## src/rtl/iq_pkg.sv

```systemverilog
// Shared constants for the I/Q word unpacker: frame pattern, field positions,
// link state encoding and the word pattern check.
package iq_pkg;

   localparam logic [1:0] SYNC_I = 2'b10;
   localparam logic [1:0] SYNC_Q = 2'b01;

   localparam int I_MSB    = 29;
   localparam int I_LSB    = 17;
   localparam int Q_MSB    = 13;
   localparam int Q_LSB    = 1;
   localparam int IQ_RAW_W = 13;

   localparam logic [1:0] LINK_IDLE   = 2'd0;
   localparam logic [1:0] LINK_ACTIVE = 2'd1;
   localparam logic [1:0] LINK_LOST   = 2'd2;

   typedef enum logic [1:0] {
      ST_IDLE   = LINK_IDLE,
      ST_ACTIVE = LINK_ACTIVE,
      ST_LOST   = LINK_LOST
   } link_state_e;

   // An all-zero word fails on the I sync bits, so no separate test is needed.
   function automatic logic iq_word_ok(input logic [31:0] w);
      return (w[31:30] == SYNC_I) && !w[16] && (w[15:14] == SYNC_Q) && !w[0];
   endfunction

endpackage

```

## src/rtl/iq_sync_fifo.sv

```systemverilog
// Small first-word-fall-through FIFO built from a register array.
// The caller must not push when full unless it pops in the same cycle.
module iq_sync_fifo #(
   parameter int DEPTH = 8,
   parameter int WIDTH = 32
) (
   input  logic                       clk,
   input  logic                       srst,
   input  logic                       push,
   input  logic [WIDTH-1:0]           din,
   input  logic                       pop,
   output logic [WIDTH-1:0]           dout,
   output logic                       full,
   output logic                       empty,
   output logic [$clog2(DEPTH):0]     level
);

   localparam int PTR_W = $clog2(DEPTH);
   localparam int LVL_W = PTR_W + 1;

   logic [WIDTH-1:0] mem_q [DEPTH];
   logic [WIDTH-1:0] mem_d [DEPTH];
   logic [PTR_W-1:0] wr_ptr_q, wr_ptr_d;
   logic [PTR_W-1:0] rd_ptr_q, rd_ptr_d;
   logic [LVL_W-1:0] level_q, level_d;

   genvar gi;
   generate
      for (gi = 0; gi < DEPTH; gi++) begin : g_entry
         always_comb begin
            mem_d[gi] = mem_q[gi];
            if (push && (wr_ptr_q == PTR_W'(gi)))
               mem_d[gi] = din;
         end

         always_ff @(posedge clk) begin
            mem_q[gi] <= mem_d[gi];
         end
      end
   endgenerate

   always_comb begin
      wr_ptr_d = wr_ptr_q;
      rd_ptr_d = rd_ptr_q;
      level_d  = level_q;
      if (push)
         wr_ptr_d = wr_ptr_q + PTR_W'(1);
      if (pop)
         rd_ptr_d = rd_ptr_q + PTR_W'(1);
      if (push && !pop)
         level_d = level_q + LVL_W'(1);
      else if (pop && !push)
         level_d = level_q - LVL_W'(1);
   end

   always_ff @(posedge clk) begin
      if (srst) begin
         wr_ptr_q <= '0;
         rd_ptr_q <= '0;
         level_q  <= '0;
      end else begin
         wr_ptr_q <= wr_ptr_d;
         rd_ptr_q <= rd_ptr_d;
         level_q  <= level_d;
      end
   end

   // Output forced to zero when empty so it is stable and clean after reset.
   assign empty = (level_q == '0);
   assign full  = (level_q == LVL_W'(DEPTH));
   assign level = level_q;
   assign dout  = empty ? '0 : mem_q[rd_ptr_q];

endmodule

```

## src/rtl/iq_word_unpacker.sv

```systemverilog
// Checks aligned I/Q words, sign-extends the samples into a FWFT FIFO and
// tracks link state, overflow drops and format errors.
module iq_word_unpacker
   import iq_pkg::*;
#(
   parameter int FIFO_DEPTH  = 8,
   parameter int OUT_W       = 16,
   parameter int TIMEOUT_CYC = 64
) (
   input  logic                          i_ddr_clk,
   input  logic                          i_rst,
   input  logic                          i_word_push,
   input  logic [31:0]                   i_word_data,
   output logic                          o_iq_valid,
   input  logic                          i_iq_ready,
   output logic [OUT_W-1:0]              o_i_data,
   output logic [OUT_W-1:0]              o_q_data,
   output logic [$clog2(FIFO_DEPTH):0]   o_fifo_level,
   output logic [1:0]                    o_link_state,
   output logic                          o_overflow,
   output logic                          o_format_err,
   output logic [15:0]                   o_drop_count,
   input  logic                          i_clr_status
);

   localparam int CNT_W = (TIMEOUT_CYC > 1) ? $clog2(TIMEOUT_CYC) : 1;

   logic                  word_ok;
   logic                  word_bad;
   logic [IQ_RAW_W-1:0]   raw_i;
   logic [IQ_RAW_W-1:0]   raw_q;
   logic [2*OUT_W-1:0]    fifo_din;
   logic [2*OUT_W-1:0]    fifo_dout;
   logic                  fifo_full;
   logic                  fifo_empty;
   logic                  fifo_pop;
   logic                  fifo_push;
   logic                  drop;

   link_state_e           state_q, state_d;
   logic [CNT_W-1:0]      wdog_q, wdog_d;
   logic                  overflow_q, overflow_d;
   logic                  format_err_q, format_err_d;
   logic [15:0]           drop_cnt_q, drop_cnt_d;

   assign word_ok  = i_word_push &&  iq_word_ok(i_word_data);
   assign word_bad = i_word_push && !iq_word_ok(i_word_data);
   assign raw_i    = i_word_data[I_MSB:I_LSB];
   assign raw_q    = i_word_data[Q_MSB:Q_LSB];
   assign fifo_din = {OUT_W'($signed(raw_i)), OUT_W'($signed(raw_q))};

   // A full FIFO still accepts a write when the head leaves in the same cycle.
   assign fifo_pop  = !fifo_empty && i_iq_ready;
   assign fifo_push = word_ok && (!fifo_full || fifo_pop);
   assign drop      = word_ok && fifo_full && !fifo_pop;

   iq_sync_fifo #(
      .DEPTH (FIFO_DEPTH),
      .WIDTH (2*OUT_W)
   ) u_fifo (
      .clk   (i_ddr_clk),
      .srst  (i_rst),
      .push  (fifo_push),
      .din   (fifo_din),
      .pop   (fifo_pop),
      .dout  (fifo_dout),
      .full  (fifo_full),
      .empty (fifo_empty),
      .level (o_fifo_level)
   );

   // A same-cycle event beats the clear, leaving flag=1 and count=1.
   always_comb begin
      overflow_d   = overflow_q;
      format_err_d = format_err_q;
      drop_cnt_d   = drop_cnt_q;
      if (i_clr_status) begin
         overflow_d   = drop;
         format_err_d = word_bad;
         drop_cnt_d   = drop ? 16'd1 : 16'd0;
      end else begin
         if (drop) begin
            overflow_d = 1'b1;
            if (drop_cnt_q != 16'hFFFF)
               drop_cnt_d = drop_cnt_q + 16'd1;
         end
         if (word_bad)
            format_err_d = 1'b1;
      end
   end

   always_comb begin
      state_d = state_q;
      wdog_d  = wdog_q;
      unique case (state_q)
         ST_IDLE, ST_LOST: begin
            wdog_d = '0;
            if (word_ok)
               state_d = ST_ACTIVE;
         end
         ST_ACTIVE: begin
            if (word_ok) begin
               wdog_d = '0;
            end else if (wdog_q == CNT_W'(TIMEOUT_CYC - 1)) begin
               state_d = ST_LOST;
               wdog_d  = '0;
            end else begin
               wdog_d = wdog_q + CNT_W'(1);
            end
         end
         default: begin
            state_d = ST_IDLE;
            wdog_d  = '0;
         end
      endcase
   end

   always_ff @(posedge i_ddr_clk) begin
      if (i_rst) begin
         state_q      <= ST_IDLE;
         wdog_q       <= '0;
         overflow_q   <= 1'b0;
         format_err_q <= 1'b0;
         drop_cnt_q   <= '0;
      end else begin
         state_q      <= state_d;
         wdog_q       <= wdog_d;
         overflow_q   <= overflow_d;
         format_err_q <= format_err_d;
         drop_cnt_q   <= drop_cnt_d;
      end
   end

   assign o_iq_valid   = !fifo_empty;
   assign o_i_data     = fifo_dout[2*OUT_W-1:OUT_W];
   assign o_q_data     = fifo_dout[OUT_W-1:0];
   assign o_link_state = state_q;
   assign o_overflow   = overflow_q;
   assign o_format_err = format_err_q;
   assign o_drop_count = drop_cnt_q;

endmodule

```

## config.mk

```make
export PLATFORM = sky130hd
export DESIGN_NAME = iq_word_unpacker
export DESIGN_NICKNAME = d
export VERILOG_FILES = /design/src/rtl/iq_pkg.sv /design/src/rtl/iq_sync_fifo.sv /design/src/rtl/iq_word_unpacker.sv
export SDC_FILE = /design/constraint.sdc
export NUM_CORES = 1
export LEC_CHECK = 0
export ABC_AREA = 0
export CAP_MARGIN = 0
export CELL_PAD_IN_SITES_DETAIL_PLACEMENT = 1
export CELL_PAD_IN_SITES_GLOBAL_PLACEMENT = 1
export CORE_MARGIN = 3
export CORE_UTILIZATION = 55
export CTS_CLUSTER_DIAMETER = 50
export DETAILED_ROUTE_END_ITERATION = 7
export GPL_TIMING_DRIVEN = 0
export PLACE_DENSITY = 0.9
export SLEW_MARGIN = 15
export SYNTH_ARGS = -nofsm -noshare
export SYNTH_HDL_FRONTEND = slang
export SYNTH_HIERARCHICAL = 1
export SYNTH_SLANG_ARGS = --single-unit
```

## constraint.sdc

```tcl
create_clock -name i_ddr_clk -period 8.4 [get_ports i_ddr_clk]
set_input_delay 1.26 -clock i_ddr_clk [delete_from_list [all_inputs] [get_ports i_ddr_clk]]
set_output_delay 1.26 -clock i_ddr_clk [all_outputs]
set_load 0.03 [all_outputs]
```

==> results by group <==
Route
  – Antenna-violating nets left: 0
  – Vias per cell: between 6 and 7
  – DR iter-0 viols: roughly 560
  – Average wire per standard cell: 27.1 um
  – Drt drc: 0
  – First-pass DRT Iterations: 5
  – Final wirelength: around 29 mm
  – Via count: about 6,400

Logic synthesis
  – Count leader, synth: edfxtp_1
  – Ys async rst share: 0%
  – Distinct cells, synth: just over 50
  – Synth warnings: 6
  – Yosys top cell area share: about two thirds
  – Syn_area_per_cell: between 15 and 20 sq um
  – Ys flop type: edfxtp_1
  – Sequential fraction of the synthesis area: a little under three quarters
  – Gate count of the mapped netlist: about 630
  – Synth area leader: edfxtp_1
  – Mapped Area: between 10,000 and 15,000 sq um
  – Top cells by area, synth: edfxtp_1, mux4_2, dfxtp_1
  – EDFF count, synth: 256
  – Top cells by count, synth: edfxtp_1, nor2_1, mux4_2
  – FF+latch count, synth: approximately 300
  – Mapped Nets: just under 700

Timing
  – Final Hold Vio Count: 0
  – Worst-Margin Slew: about 1.1 ns
  – Final setup viols: 0
  – Fin worst setup slack: between 3 and 4 ns
  – Post-Route Skew: between 0.015 and 0.02 ns
  – Setup TNS: 0 ns
  – RSZ-0062 raised after global routing: false
  – Max_slew headroom: between 20% and 30%
  – Fmax: approximately 230 MHz
  – Tmin final: between 4 and 5 ns
  – Final Cycle Share: a little over half
  – Max-slew violation count: 0

Floorplan
  – Initial core utilization: between 50% and 60%
  – Rows: 52
  – Core area: 20,600 sq um
  – Die height: between 150 and 200 um
  – Die ar.: around 23,000 sq um
  – Die W: approximately 150 um
  – Io pins: 94

Worst setup path
  – Worst-path fanout max: 11
  – Startpoint types: register
  – Worst r2r src: u_fifo/level[1]
  – Worst Path Arrival: around 3.2 ns
  – Worst path slowest cell: nor4_2
  – Critical Path RT: between 7 and 8 ns
  – CP max stage delay: 0.79 ns
  – R2R cell count: 11
  – R2r endpoint: u_fifo/level[3]
  – Setup crit end kind: output pin
  – Worst R2R Setup Slack: ~4.3 ns
  – Critical path cell sequence: nor4_2 -> clkbuf_1 -> nor2_1 -> clkdlybuf4s50_1
  – Crit path kind: register to output pin

GRT
  – Grt total ovfl: 0
  – Total track usage: between 20% and 30%
  – First-pass GRT wire length: between 40 and 50 mm
  – Pin count of the biggest net entering global routing: 33
  – Vias in the first global route: between 7,000 and 8,000
  – Initial antenna violation count: 1

Worst hold path
  – Hold EP: wdog_q[0]
  – Hold crit path type: register to register
  – Hold Path Cell Cnt: 1
  – Worst min-delay path startpoint: wdog_q[0]

Layout
  – Post-layout nets: around 810
  – Footprint of the multi-input gates: just over 3000 sq um
  – FF/Latch Area: around 8500 sq um
  – Post-Route Utilization: between 60 and 70%
  – Area delta synth->final: 20.6%
  – FILL cells: 1,729
  – Share of layout cells above drive strength 1: between 15 and 20%
  – ANT cells: 0

Clock tree
  – Post-CTS Setup Bufs: 0
  – Clock buffer depth: 3
  – Hold Buf Count CTS: 0
  – Number of CTS-inserted buffers: 31
  – H-tree Lvls: 1
  – Resize count post-CTS: 0
  – Clock Tree Root: clkbuf_16
  – Worst-Skew Late Latency: roughly 0.56 ns
  – CTS tree: yes
  – Clk slew on worst S/H paths: roughly 0.060 ns
  – CTS sink count: roughly 300

Power
  – Leak pwr: approximately 4.5 nW
  – Pwr per Cell Area: approximately 290 nW/um^2
  – Peak supply drop: between 0.0002 and 0.00025 V

Placement
  – DP HPWL: approximately 17 mm
  – Port Buffers: 93
  – Worst Setup Slack post-DPL: between 3 and 4 ns
  – RePlAce Congestion: 0.818

Run status
  – Status: finished, final reports clean

Job
  – Max_cap viols: 0
-- worst max-delay path by stage --
stage / start / end / slack (ns)
after floorplan: i_word_data[30] / u_fifo/mem_q[0][0] / 4.74
after global placement: i_word_data[30] / u_fifo/mem_q[0][18] / 3.30
after detailed placement: i_word_data[30] / u_fifo/mem_q[2][6] / 3.94
after CTS: u_fifo/level[1] / o_q_data[1] / 3.95
after global routing: u_fifo/level[1] / o_i_data[14] / 3.84
final: u_fifo/level[1] / o_q_data[1] / 3.98
-- power by group --
group	leakage [nW]	switching, W	internal (W)
combinational	1.38	0.000675	0.000512
clock	0.465	0.000559	0.000737
sequential	2.62	0.0000234	0.00161
total	4.46	0.00126	0.00286
-- cells in the final DEF (no fill, tap or decap), types with 4 or more instances in the layout --
| cell type | instances |
|---|---|
| xor2_1 | 4 |
| dfxtp_1 | 39 |
| clkinv_2 | 6 |
| mux2i_1 | 35 |
| inv_1 | 10 |
| mux4_2 | 63 |
| nor2_1 | 67 |
| nand4_1 | 4 |
| buf_12 | 7 |
| buf_2 | 9 |
| nor2b_1 | 6 |
| nand3_1 | 11 |
| ha_1 | 12 |
| nand2_1 | 9 |
| nor3_1 | 8 |
| a21oi_1 | 8 |
| buf_16 | 4 |
| clkbuf_16 | 31 |
| and2_2 | 5 |
| edfxtp_1 | 256 |
| clkdlybuf4s50_1 | 93 |
| clkbuf_1 | 13 |
| xnor2_1 | 18 |
| clkinv_1 | 9 |
| o21ai_1 | 4 |
-- area by class of cell --
cell class | instances | share of cell area, %
buffer | 27 | 1.43
clock buffer | 34 | 5.54
clock inverter | 23 | 1.21
inverter | 10 | 0.264
multi-input combinational | 296 | 21.7
sequential | 295 | 59.6
tap | 270 | 2.38
timing repair buffer | 101 | 7.89
-- critical path: cells and delay by family, from the launching register on --
family	cells	cell delay (ns)
buffers and inverters	2	1.22
AND/OR/NAND/NOR	2	0.98
flip-flops	1	0.40
-- registers in the layout, summed over array words and instances, names as in the netlist, named ones only --
signal	flops
u_fifo/mem_q	256
o_drop_count	16
wdog_q	6
u_fifo/level	4
u_fifo/rd_ptr_q	3
u_fifo/wr_ptr_q	3
o_link_state	2
o_format_err	1
o_overflow	1
-- per-layer routing --
layer / GRT usage, % / vias up / routed length [um]
met5: 0 / - / 8
met4: 6.25 / 2 / 605
met3: 4.49 / 54 / 1750
met2: 44.0 / 263 / 15000
met1: 32.5 / 3320 / 11300
li1: - / 2749 / -
-- stage by stage --
step | hold slack (ns) | std cells | power (W) | instance area (sq um)
detailed placement | 0.450 | 999 | 0.00284 | 13300
global route | 0.500 | 1056 | 0.00427 | 14200
CTS | 0.465 | 1056 | 0.00415 | 14200
global placement | 0.427 | 991 | 0.00279 | 13100
floorplan | 0.418 | 628 | 0.00241 | 11800
finish | 0.457 | 1056 | 0.00411 | 14200
-- logic make-up after synthesis --
kind of cell | count (synthesis) | synth area share (%)
buffers and inverters | 37 | 2.05
adder cells (fa/ha/maj) | 13 | 1.44
AND/OR/NAND/NOR | 140 | 6.42
XOR/XNOR | 22 | 1.63
flip-flops | 295 | 71.9
AO/OA/AOI/OAI | 21 | 1.26
multiplexers | 100 | 15.3
Note: power is estimated with default switching activity, not from simulation.
